<file path="src/rtl/camera_eth_pkt_ctrl.sv">
// Packetises buffered camera lines from a byte FIFO into a UDP transmitter.
// Optional packet counter output Pkt_cnt enabled by `define CAMERA_ETH_PKT_STAT_EN.
module camera_eth_pkt_ctrl #(
  parameter logic [15:0] LINE_BYTES = 16'd1282,
  parameter logic [15:0] IFG_CYCLES = 16'd100
) (
  input  logic        Clk,
  input  logic        Rst_n,
  input  logic        fifo_clr,
  input  logic [11:0] fifo_rdusedw,
  input  logic [7:0]  fifo_rddata,
  output logic        fifo_rdreq,
  output logic        Tx_En_Pulse,
  output logic [15:0] Lenth,
  input  logic        Payload_req,
  output logic [7:0]  Payload_dat,
  input  logic        Tx_Done,
  output logic        Busy
`ifdef CAMERA_ETH_PKT_STAT_EN
  ,
  output logic [31:0] Pkt_cnt
`endif
);

  localparam logic [2:0] IDLE      = 3'd0;
  localparam logic [2:0] WAIT_LINE = 3'd1;
  localparam logic [2:0] START     = 3'd2;
  localparam logic [2:0] SEND      = 3'd3;
  localparam logic [2:0] WAIT_DONE = 3'd4;
  localparam logic [2:0] GAP       = 3'd5;

  localparam logic [11:0] LINE_LEN  = LINE_BYTES[11:0];
  localparam logic [11:0] LINE_LAST = LINE_LEN - 12'd1;
  localparam logic [15:0] GAP_LAST  = IFG_CYCLES - 16'd1;

  logic [2:0]  state;
  logic [2:0]  state_nxt;
  logic [11:0] byte_cnt;
  logic [15:0] gap_cnt;
  logic        rd_q;

  // Next state and the combinational FIFO read strobe; a clear overrides everything.
  always_comb begin
    state_nxt  = state;
    fifo_rdreq = 1'b0;
    case (state)
      IDLE:      if (!fifo_clr) state_nxt = WAIT_LINE;
      WAIT_LINE: if (fifo_rdusedw >= LINE_LEN) state_nxt = START;
      START:     state_nxt = SEND;
      SEND: begin
        fifo_rdreq = Payload_req && (byte_cnt < LINE_LEN);
        if (Tx_Done || (fifo_rdreq && (byte_cnt == LINE_LAST))) state_nxt = WAIT_DONE;
      end
      WAIT_DONE: if (Tx_Done) state_nxt = GAP;
      GAP:       if (gap_cnt == GAP_LAST) state_nxt = WAIT_LINE;
      default:   state_nxt = IDLE;
    endcase
    if (fifo_clr) begin
      state_nxt  = IDLE;
      fifo_rdreq = 1'b0;
    end
  end

  always_ff @(posedge Clk or negedge Rst_n) begin
    if (!Rst_n) begin
      state       <= IDLE;
      byte_cnt    <= 12'd0;
      gap_cnt     <= 16'd0;
      rd_q        <= 1'b0;
      Tx_En_Pulse <= 1'b0;
      Busy        <= 1'b0;
      Lenth       <= LINE_BYTES;
    end else begin
      state       <= state_nxt;
      rd_q        <= fifo_rdreq;
      Tx_En_Pulse <= (state_nxt == START);
      Busy        <= !((state_nxt == IDLE) || (state_nxt == WAIT_LINE));
      Lenth       <= LINE_BYTES;

      if (fifo_clr || ((state == WAIT_DONE) && Tx_Done)) byte_cnt <= 12'd0;
      else if (fifo_rdreq)                               byte_cnt <= byte_cnt + 12'd1;

      // Zero outside GAP so the count always starts fresh on entry.
      if (fifo_clr || (state != GAP)) gap_cnt <= 16'd0;
      else                            gap_cnt <= gap_cnt + 16'd1;
    end
  end

  // FIFO data arrives one cycle after the read; suppressed requests yield zero.
  assign Payload_dat = rd_q ? fifo_rddata : 8'h00;

`ifdef CAMERA_ETH_PKT_STAT_EN
  always_ff @(posedge Clk or negedge Rst_n) begin
    if (!Rst_n)                              Pkt_cnt <= 32'd0;
    else if (fifo_clr)                       Pkt_cnt <= 32'd0;
    else if ((state == WAIT_DONE) && Tx_Done) Pkt_cnt <= Pkt_cnt + 32'd1;
  end
`endif

endmodule

</file>
<file path="config.mk">
export PLATFORM = sky130hd
export DESIGN_NAME = camera_eth_pkt_ctrl
export DESIGN_NICKNAME = d
export VERILOG_FILES = /design/src/rtl/camera_eth_pkt_ctrl.sv
export SDC_FILE = /design/constraint.sdc
export NUM_CORES = 1
export LEC_CHECK = 0
export BUFFER_PORTS_ARGS = -buffer_cell sky130_fd_sc_hd__buf_2
export CELL_PAD_IN_SITES_DETAIL_PLACEMENT = 1
export CELL_PAD_IN_SITES_GLOBAL_PLACEMENT = 2
export CORE_MARGIN = 8
export CORE_UTILIZATION = 34
export DETAILED_ROUTE_END_ITERATION = 16
export HOLD_SLACK_MARGIN = 0.05
export PLACE_DENSITY = 0.95
export SETUP_SLACK_MARGIN = 0.2
export SKIP_CTS_REPAIR_TIMING = 1
export SLEW_MARGIN = 0
export SYNTH_ARGS = -nofsm -noshare
export SYNTH_HDL_FRONTEND = slang
export SYNTH_SLANG_ARGS = --single-unit
</file>
<file path="constraint.sdc">
create_clock -name Clk -period 4 [get_ports Clk]
set_clock_uncertainty 0.15 [all_clocks]
set_input_delay 1 -clock Clk [delete_from_list [all_inputs] [get_ports Clk]]
set_output_delay 1 -clock Clk [all_outputs]
set_load 0.01 [all_outputs]
</file>
==> results.json, run 1 <==
{
  "fin_util_pct": 40.3,
  "multi_input_area_um2": 1020,
  "tightest_slew_ps": 796,
  "status": "completed",
  "cp_max_fo": 6,
  "slew_headroom_pct": 45.6,
  "pwr-share-seq_pct": 52.3,
  "finalCritPeriodShare_pct": 89.3,
  "p_leak_nw": 1.00,
  "pwr-share-clk_pct": 39.6,
  "core.rowCount": 27,
  "wire_per_inst_um": 15.9,
  "place_congestion": 0.728,
  "synth_commonest_cells": "34 x dfrtp_1, 17 x nor2_1, 16 x buf_4, 16 x nand2_1, 11 x a21oi_1",
  "cts_root_buf": "clkbuf_8",
  "yosys.area.top_type_share_pct": 43.2,
  "start_util_pct": 35.6,
  "antenna_found_initial": 0,
  "path_class": "in2out",
  "p_sw_uw": 178,
  "gr-total-overflow": 0,
  "grt_util_all_layers_pct": 12.4,
  "switching_share_pct": 25.9,
  "synth_edf_count": 0,
  "grt_max_degree": 35,
  "areaGrowthSynthToFinish_pct": 13.3,
  "ys_types": 47,
  "comb_power_share_pct": 8.1,
  "die_w_um": 92.1,
  "core_um2": 5540,
  "maxCapViolCount": 0,
  "seq_area_um2": 851,
  "setup_viol": 0,
  "avgSynthCellArea_um2": 9.34,
  "htreeDepth": 2,
  "die-area_um2": 8490,
  "grt_util_met3_pct": 2.93,
  "place_hpwl_mm": 3.71,
  "fp.dieH_um": 92.1,
  "drv_slew": 0,
  "ys.flop_type": "dfrtp_1",
  "insertion_delay_ps": 290,
  "num_vias": 1665,
  "drc": 0,
  "clockBufferDepth": 2,
  "hold_start": "gap_cnt[0]",
  "peakVddDrop_uv": 144,
  "r2r-start": "state[2]",
  "cts_tree": "built",
  "drt_iter0_markers": 82,
  "internal_power_uw": 509,
  "required_ps": 2850,
  "crit_arrival_ps": 2420,
  "seq_area_frac_synth_pct": 43.2,
  "first_pass_iters": 4,
  "clkSinkCount": 34,
  "yosys_warnings": 0,
  "hold_path.class": "reg2reg",
  "hold_viol": 0,
  "yosys-top-cells-area": "dfrtp_1 43%, buf_4 6.1%, nor2_1 3.2%, and2_1 3.2%, or3_1 3.2%",
  "port_buffers": 34,
  "fmax_ghz": 0.280,
  "layout_min_cycle_time_ps": 3570,
  "cts_made_buffers": 5,
  "grt_busiest_layer": "met2",
  "holdWs_ps": 342,
  "ys_ff_latch": 34,
  "p_per_area_nw_per_um2": 308,
  "total_power_uw": 687,
  "via_per_inst": 5.25,
  "routed_wl_mm": 5.04,
  "syn-cell-area_um2": 1970,
  "synthArstFlopShare_pct": 100,
  "postRouteAntennaNets": 0,
  "cp-end-kind": "primary output",
  "start_kind": "input pin",
  "fin_nets": 272,
  "cts.clk_slew.worst_paths_ps": 70,
  "rsz0062_at_grt": "no",
  "grt_pass1_vias": 1763,
  "grt_pass1_wl_mm": 8.63,
  "synth_top_area_cell": "dfrtp_1",
  "n_antenna_cell": 0,
  "num-fill-cells": 679,
  "io_pins": 52,
  "netlist_instances": 211,
  "use_met1_pct": 14.4,
  "grt_util_met2_pct": 21.3,
  "fin_setup_tns_ps": 0,
  "synth_most_common_cell": "dfrtp_1",
  "drive_above_1_share_pct": 19.2,
  "critPathLaunch": "Payload_req"
}
==> final timing paths <==
kind | cells past startpoint | slack, ps | end
min in group asynchronous | 1 | 630 | gap_cnt[1]
hold reg to reg | 1 | 340 | gap_cnt[0]
max in group asynchronous | 1 | 2570 | byte_cnt[8]
setup / recovery | 5 | 430 | fifo_rdreq
setup reg to reg | 4 | 1710 | byte_cnt[7]
hold / removal | 1 | 340 | gap_cnt[0]
==> power groups by stage <==
| stage | logic [mW] | clock network [mW] | registers (mW) |
|---|---|---|---|
| CTS | 0.0555 | 0.284 | 0.359 |
| finish | 0.0558 | 0.272 | 0.359 |
| global placement | 0.0540 | 0 | 0.365 |
| global route | 0.0626 | 0.293 | 0.360 |
| detailed placement | 0.0552 | 0 | 0.366 |
| floorplan | 0.0420 | 0 | 0.363 |
==> worst max-delay path: stages <==
cell,delay (ps)
buf_2,90
nor4bb_1,470
nand3_1,300
nor3_1,360
buf_2,200
==> cell usage in the layout, fill, tap and decap left out, drive strengths merged, types with 2 or more instances in the layout <==
cell,instances
a2111oi,2
a21oi,11
and2,10
and3,2
and4b,2
buf,34
clkbuf,6
conb,16
dfrtp,34
ha,3
inv,3
mux2i,3
nand2,16
nand3,9
nand4,6
nand4b,2
nor2,17
nor3,5
nor4,5
nor4bb,2
o21a,2
o21ai,5
o21bai,2
o31ai,3
or2,2
or3,10
or4,7
xnor2,6
xor2,5
==> state kept, by name, indices dropped and copies added (netlist names) <==
register	flops
state	3
rd_q	1
gap_cnt	16
Tx_En_Pulse	1
byte_cnt	12
Busy	1
==> kinds of logic (layout without fill, tap and decap cells) <==
| family | after synthesis | count (layout) | synth area share [%] |
|---|---|---|---|
| xor+xnor | 11 | 11 | 4.89 |
| flops | 34 | 34 | 43.2 |
| fa+ha+maj | 3 | 3 | 1.90 |
| other cells | 2 | 16 | 0.381 |
| compound gates | 33 | 33 | 11.0 |
| mux | 3 | 3 | 1.52 |
| simple gates | 100 | 100 | 29.2 |
| buf+inv | 25 | 45 | 7.94 |
==> per-stage QoR <==
stage	instances	setup slack, ps	area, um^2
finish	317	428	2230
global route	317	317	2230
CTS	317	475	2230
detailed placement	309	492	2140
global placement	309	532	2140
floorplan	225	865	2020
==> metal layers <==
metal  vias up  wire length [um]
met2        25              2620
met4         0                75
met1       837              2190
met3         8               153
met5         -                 0
li1        795                 -
==> cell type report <==
class / instances / share of cell area, %
sequential: 34 / 38.1
multi-input combinational: 166 / 45.5
clock inverter: 2 / 0.560
tap: 72 / 4.03
timing repair buffer: 34 / 7.62
inverter: 3 / 0.504
clock buffer: 6 / 3.70
Power figures use the tool's default switching activity.
==> run 2, diff against run 1 <==
Settings changed: CORE_ASPECT_RATIO set to 1.2.
==> results.json, run 2 (synthesis gave the netlist of run 1 again) <==
{
  "grt_util_all_layers_pct": 12.3,
  "drive_above_1_share_pct": 18.5,
  "num_vias": 1621,
  "p_leak_nw": 0.997,
  "crit_chain": "buf_2 > nor4bb_1 > nand3_1 > nor3_1 > buf_2",
  "pwr-share-seq_pct": 54.0,
  "place_congestion": 0.776,
  "grt_busiest_layer": "met2",
  "tightest_slew_ps": 769,
  "rr_worst_depth": 4,
  "fin_setup_tns_ps": 0,
  "clkSinkCount": 34,
  "postRouteAntennaNets": 0,
  "cts.clk_slew.worst_paths_ps": 70,
  "pwr-share-clk_pct": 37.7,
  "status": "completed",
  "slowest_delay_ps": 420,
  "largest_register_ffs": 16,
  "cts_root_buf": "clkbuf_8",
  "drc": 0,
  "crit_path_end": "fifo_rdreq",
  "p_sw_uw": 162,
  "via_per_inst": 5.28,
  "top_register": "gap_cnt",
  "areaGrowthSynthToFinish_pct": 12.2,
  "comb_power_share_pct": 8.3,
  "reg2reg_setup_slack_ps": 1750,
  "rsz0062_at_grt": "no",
  "p_per_area_nw_per_um2": 301,
  "worst-path-stages": 5,
  "start_kind": "input pin",
  "reg_top3": "gap_cnt x16, byte_cnt x12, state x3",
  "routed_wl_mm": 4.78,
  "cp-end-kind": "primary output",
  "fp.dieH_um": 99.4,
  "gr-total-overflow": 0,
  "grt_max_degree": 35,
  "stdcell_count": 307,
  "layout_common_cells": "34 x dfrtp_1, 34 x buf_2, 17 x nor2_1",
  "hold_viol": 0,
  "critPathLaunch": "Payload_req",
  "grt_util_met3_pct": 3.80,
  "crit_buf_inv": 2,
  "core_um2": 5630,
  "path_common_cell": "buf_2",
  "drt_iter0_markers": 101,
  "cts_made_buffers": 5,
  "critPathSlowestCell": "nor4bb_1",
  "first_pass_iters": 4,
  "required_ps": 2850,
  "layout_min_cycle_time_ps": 3540,
  "port_buffers": 34,
  "grt_util_met2_pct": 22.1,
  "fin_nets": 272,
  "internal_power_uw": 504,
  "hold_path.class": "reg2reg",
  "place_hpwl_mm": 3.57,
  "finalCritPeriodShare_pct": 88.4,
  "use_met1_pct": 13.3,
  "n_antenna_cell": 0,
  "drv_slew": 0,
  "maxCapViolCount": 0,
  "r2r_end": "byte_cnt[7]",
  "switching_share_pct": 24.3,
  "die-area_um2": 8500,
  "setup_viol": 0,
  "cpLargestDelayFamily": "simple AND/OR/NAND/NOR gates",
  "die_w_um": 85.5,
  "grt_pass1_vias": 1747,
  "fmax_ghz": 0.283,
  "crit_arrival_ps": 2390,
  "cp_max_fo": 6,
  "r2r-start": "byte_cnt[2]",
  "peakVddDrop_uv": 158,
  "core.rowCount": 30,
  "start_util_pct": 35.0,
  "antenna_found_initial": 0,
  "place_inst": 301,
  "cts_tree": "built",
  "io_pins": 52,
  "htreeDepth": 2,
  "path_class": "in2out",
  "wire_per_inst_um": 15.6,
  "insertion_delay_ps": 290,
  "clockBufferDepth": 2,
  "grt_pass1_wl_mm": 8.38,
  "slew_headroom_pct": 48.7
}
-- run 2: metal layers --
metal	up-vias	routed length, um
met2	22	2560
met4	0	64
met5	-	0
li1	792	-
met1	799	1980
met3	8	177
-- run 2: worst reg2reg max path: stages, from the launching register on --
cell and delay [ps]:
dfrtp_1 450, or4_4 550, o21ba_1 340, or4_1 550, a21oi_1 160
-- run 2: final cells by class --
| type | instances | area (um^2) |
|---|---|---|
| Fill cell | 692 | 3420 |
| Clock buffer | 6 | 82.6 |
| Sequential cell | 34 | 851 |
| Tap cell | 64 | 80.1 |
| Multi-Input combinational cell | 166 | 1020 |
| Inverter | 3 | 11.3 |
| Timing Repair Buffer | 34 | 170 |
-- run 2: power groups by stage --
stage               sequential [mW]  clock (mW)  combinational [mW]
global route                  0.361       0.278              0.0630
floorplan                     0.363           0              0.0420
global placement              0.366           0              0.0539
detailed placement            0.366           0              0.0554
CTS                           0.359       0.263              0.0556
finish                        0.359       0.251              0.0550
-- run 2: worst min-delay path by stage --
| stage | from | endpoint | slack [ps] | cells past startpoint |
|---|---|---|---|---|
| floorplan | gap_cnt[0] | gap_cnt[0] | 300 | 1 |
| CTS | gap_cnt[0] | gap_cnt[0] | 350 | 1 |
| global placement | gap_cnt[0] | gap_cnt[0] | 330 | 1 |
| global route | gap_cnt[0] | gap_cnt[0] | 380 | 1 |
| finish | gap_cnt[0] | gap_cnt[0] | 340 | 1 |
| detailed placement | gap_cnt[0] | gap_cnt[0] | 340 | 1 |
-- run 2: through the flow --
stage	total power [mW]	util [%]	setup WS, ps	hold WS [ps]	area (um^2)
6_report	0.666	39.3	462	345	2210
5_1_grt	0.702	39.3	311	382	2210
4_1_cts	0.677	39.3	448	350	2210
3_5_place_dp	0.421	37.8	445	342	2130
3_3_place_gp	0.420	37.8	498	330	2130
2_1_floorplan	0.404	-	865	305	2020
==> run 3, diff against run 2 <==
Settings changed: PLACE_DENSITY 0.95 to 0.83.
==> results.json, run 3 (synthesis gave the netlist of run 1 again) <==
{
  "largest_register_ffs": 16,
  "pwr-share-clk_pct": 38.5,
  "p_per_area_nw_per_um2": 303,
  "grt_pass1_vias": 1747,
  "setup_viol": 0,
  "wire_per_inst_um": 15.8,
  "worst-path-stages": 5,
  "htreeDepth": 2,
  "crit_arrival_ps": 2430,
  "internal_power_uw": 510,
  "insertion_delay_ps": 280,
  "tightest_slew_ps": 750,
  "maxCapViolCount": 0,
  "postRouteAntennaNets": 0,
  "areaGrowthSynthToFinish_pct": 12.6,
  "core_um2": 5630,
  "num-fill-cells": 673,
  "num_vias": 1629,
  "cts_root_buf": "clkbuf_8",
  "first_pass_iters": 4,
  "path_common_cell": "buf_2",
  "peakVddDrop_uv": 139,
  "switching_share_pct": 24.3,
  "die-area_um2": 8500,
  "via_per_inst": 5.27,
  "fin_nets": 272,
  "r2r-start": "byte_cnt[2]",
  "fmax_ghz": 0.279,
  "cts.clk_slew.worst_paths_ps": 70,
  "start_kind": "input pin",
  "n_antenna_cell": 0,
  "p_leak_nw": 1.00,
  "fin_setup_tns_ps": 0,
  "place_inst": 301,
  "port_buffers": 34,
  "reg2reg_setup_slack_ps": 1730,
  "drive_above_1_share_pct": 18.8,
  "die_w_um": 85.5,
  "drc": 0,
  "cp-end-kind": "primary output",
  "hold_path.class": "reg2reg",
  "critPathSlowestCell": "nor4bb_1",
  "drt_iter0_markers": 48,
  "cp_max_fo": 6,
  "slowest_delay_ps": 430,
  "top_register": "gap_cnt",
  "gr-total-overflow": 0,
  "finalCritPeriodShare_pct": 89.6,
  "slew_headroom_pct": 50.0,
  "comb_power_share_pct": 8.1,
  "rr_worst_depth": 4,
  "grt_max_degree": 35,
  "r2r_end": "byte_cnt[7]",
  "path_class": "in2out",
  "crit_buf_inv": 2,
  "routed_wl_mm": 4.87,
  "p_sw_uw": 164,
  "place_congestion": 0.756,
  "core.rowCount": 30,
  "pwr-share-seq_pct": 53.3,
  "drv_slew": 0,
  "hold_viol": 0,
  "critPathLaunch": "Payload_req",
  "status": "completed",
  "antenna_found_initial": 0,
  "cts_made_buffers": 5,
  "rsz0062_at_grt": "no",
  "start_util_pct": 35.0,
  "layout_min_cycle_time_ps": 3580,
  "required_ps": 2850,
  "place_hpwl_mm": 3.72,
  "crit_chain": "buf_2 > nor4bb_1 > nand3_1 > nor3_1 > buf_2",
  "grt_pass1_wl_mm": 8.56,
  "crit_path_end": "fifo_rdreq",
  "layout_common_cells": "34 x dfrtp_1, 34 x buf_2, 17 x nor2_1",
  "cts_tree": "built",
  "grt_util_all_layers_pct": 12.5,
  "cpLargestDelayFamily": "simple AND/OR/NAND/NOR gates",
  "io_pins": 52,
  "reg_top3": "gap_cnt x16, byte_cnt x12, state x3",
  "stdcell_count": 309,
  "clockBufferDepth": 2,
  "clkSinkCount": 34,
  "fp.dieH_um": 99.4
}
## run 3: power groups by stage
stage               Sequential [mW]  Clock, mW  Combinational, mW
detailed placement            0.366          0             0.0554
CTS                           0.359      0.272             0.0556
floorplan                     0.363          0             0.0420
finish                        0.359      0.260             0.0547
global route                  0.361      0.286             0.0628
global placement              0.366          0             0.0544
## run 3: final cells by class
| class | count | area, um^2 | share of cell area [%] |
|---|---|---|---|
| multi-input cells | 166 | 1020 | 45.8 |
| flip-flops and latches | 34 | 851 | 38.3 |
| repair buffers | 34 | 170 | 7.67 |
| clock buffers | 7 | 86.3 | 3.89 |
| well taps | 64 | 80.1 | 3.61 |
| inverters | 3 | 11.3 | 0.507 |
| clock inverters | 1 | 5.00 | 0.225 |
## run 3: routing by layer
layer,vias to the layer above,GRT usage (%),wire (um)
li1,797,-,-
met5,-,0,0
met4,0,4.05,40
met1,814,14.2,2010
met3,4,3.30,143
met2,14,22.1,2680
## run 3: worst register-to-register path: cells and delay by family (launching register included)
family / cells / cell delay [ps]
simple gates: 2 / 1100
flops: 1 / 450
compound gates: 2 / 510
## run 3: worst min-delay path by stage
stage / start / to / depth (start not counted)
3_3_place_gp: gap_cnt[0] / gap_cnt[0] / 1
6_report: gap_cnt[0] / gap_cnt[0] / 1
5_1_grt: gap_cnt[0] / gap_cnt[0] / 1
3_5_place_dp: gap_cnt[0] / gap_cnt[0] / 1
4_1_cts: gap_cnt[0] / gap_cnt[0] / 1
2_1_floorplan: gap_cnt[0] / gap_cnt[0] / 1
## run 3: through the flow
step / util (%) / area [um^2] / hold WS [ps] / power (mW) / worst slack (ps)
4_1_cts: 39.4 / 2220 / 349 / 0.687 / 432
3_3_place_gp: 37.8 / 2130 / 335 / 0.420 / 520
3_5_place_dp: 37.8 / 2130 / 338 / 0.421 / 436
5_1_grt: 39.4 / 2220 / 382 / 0.710 / 237
2_1_floorplan: - / 2020 / 305 / 0.404 / 865
6_report: 39.4 / 2220 / 346 / 0.674 / 417
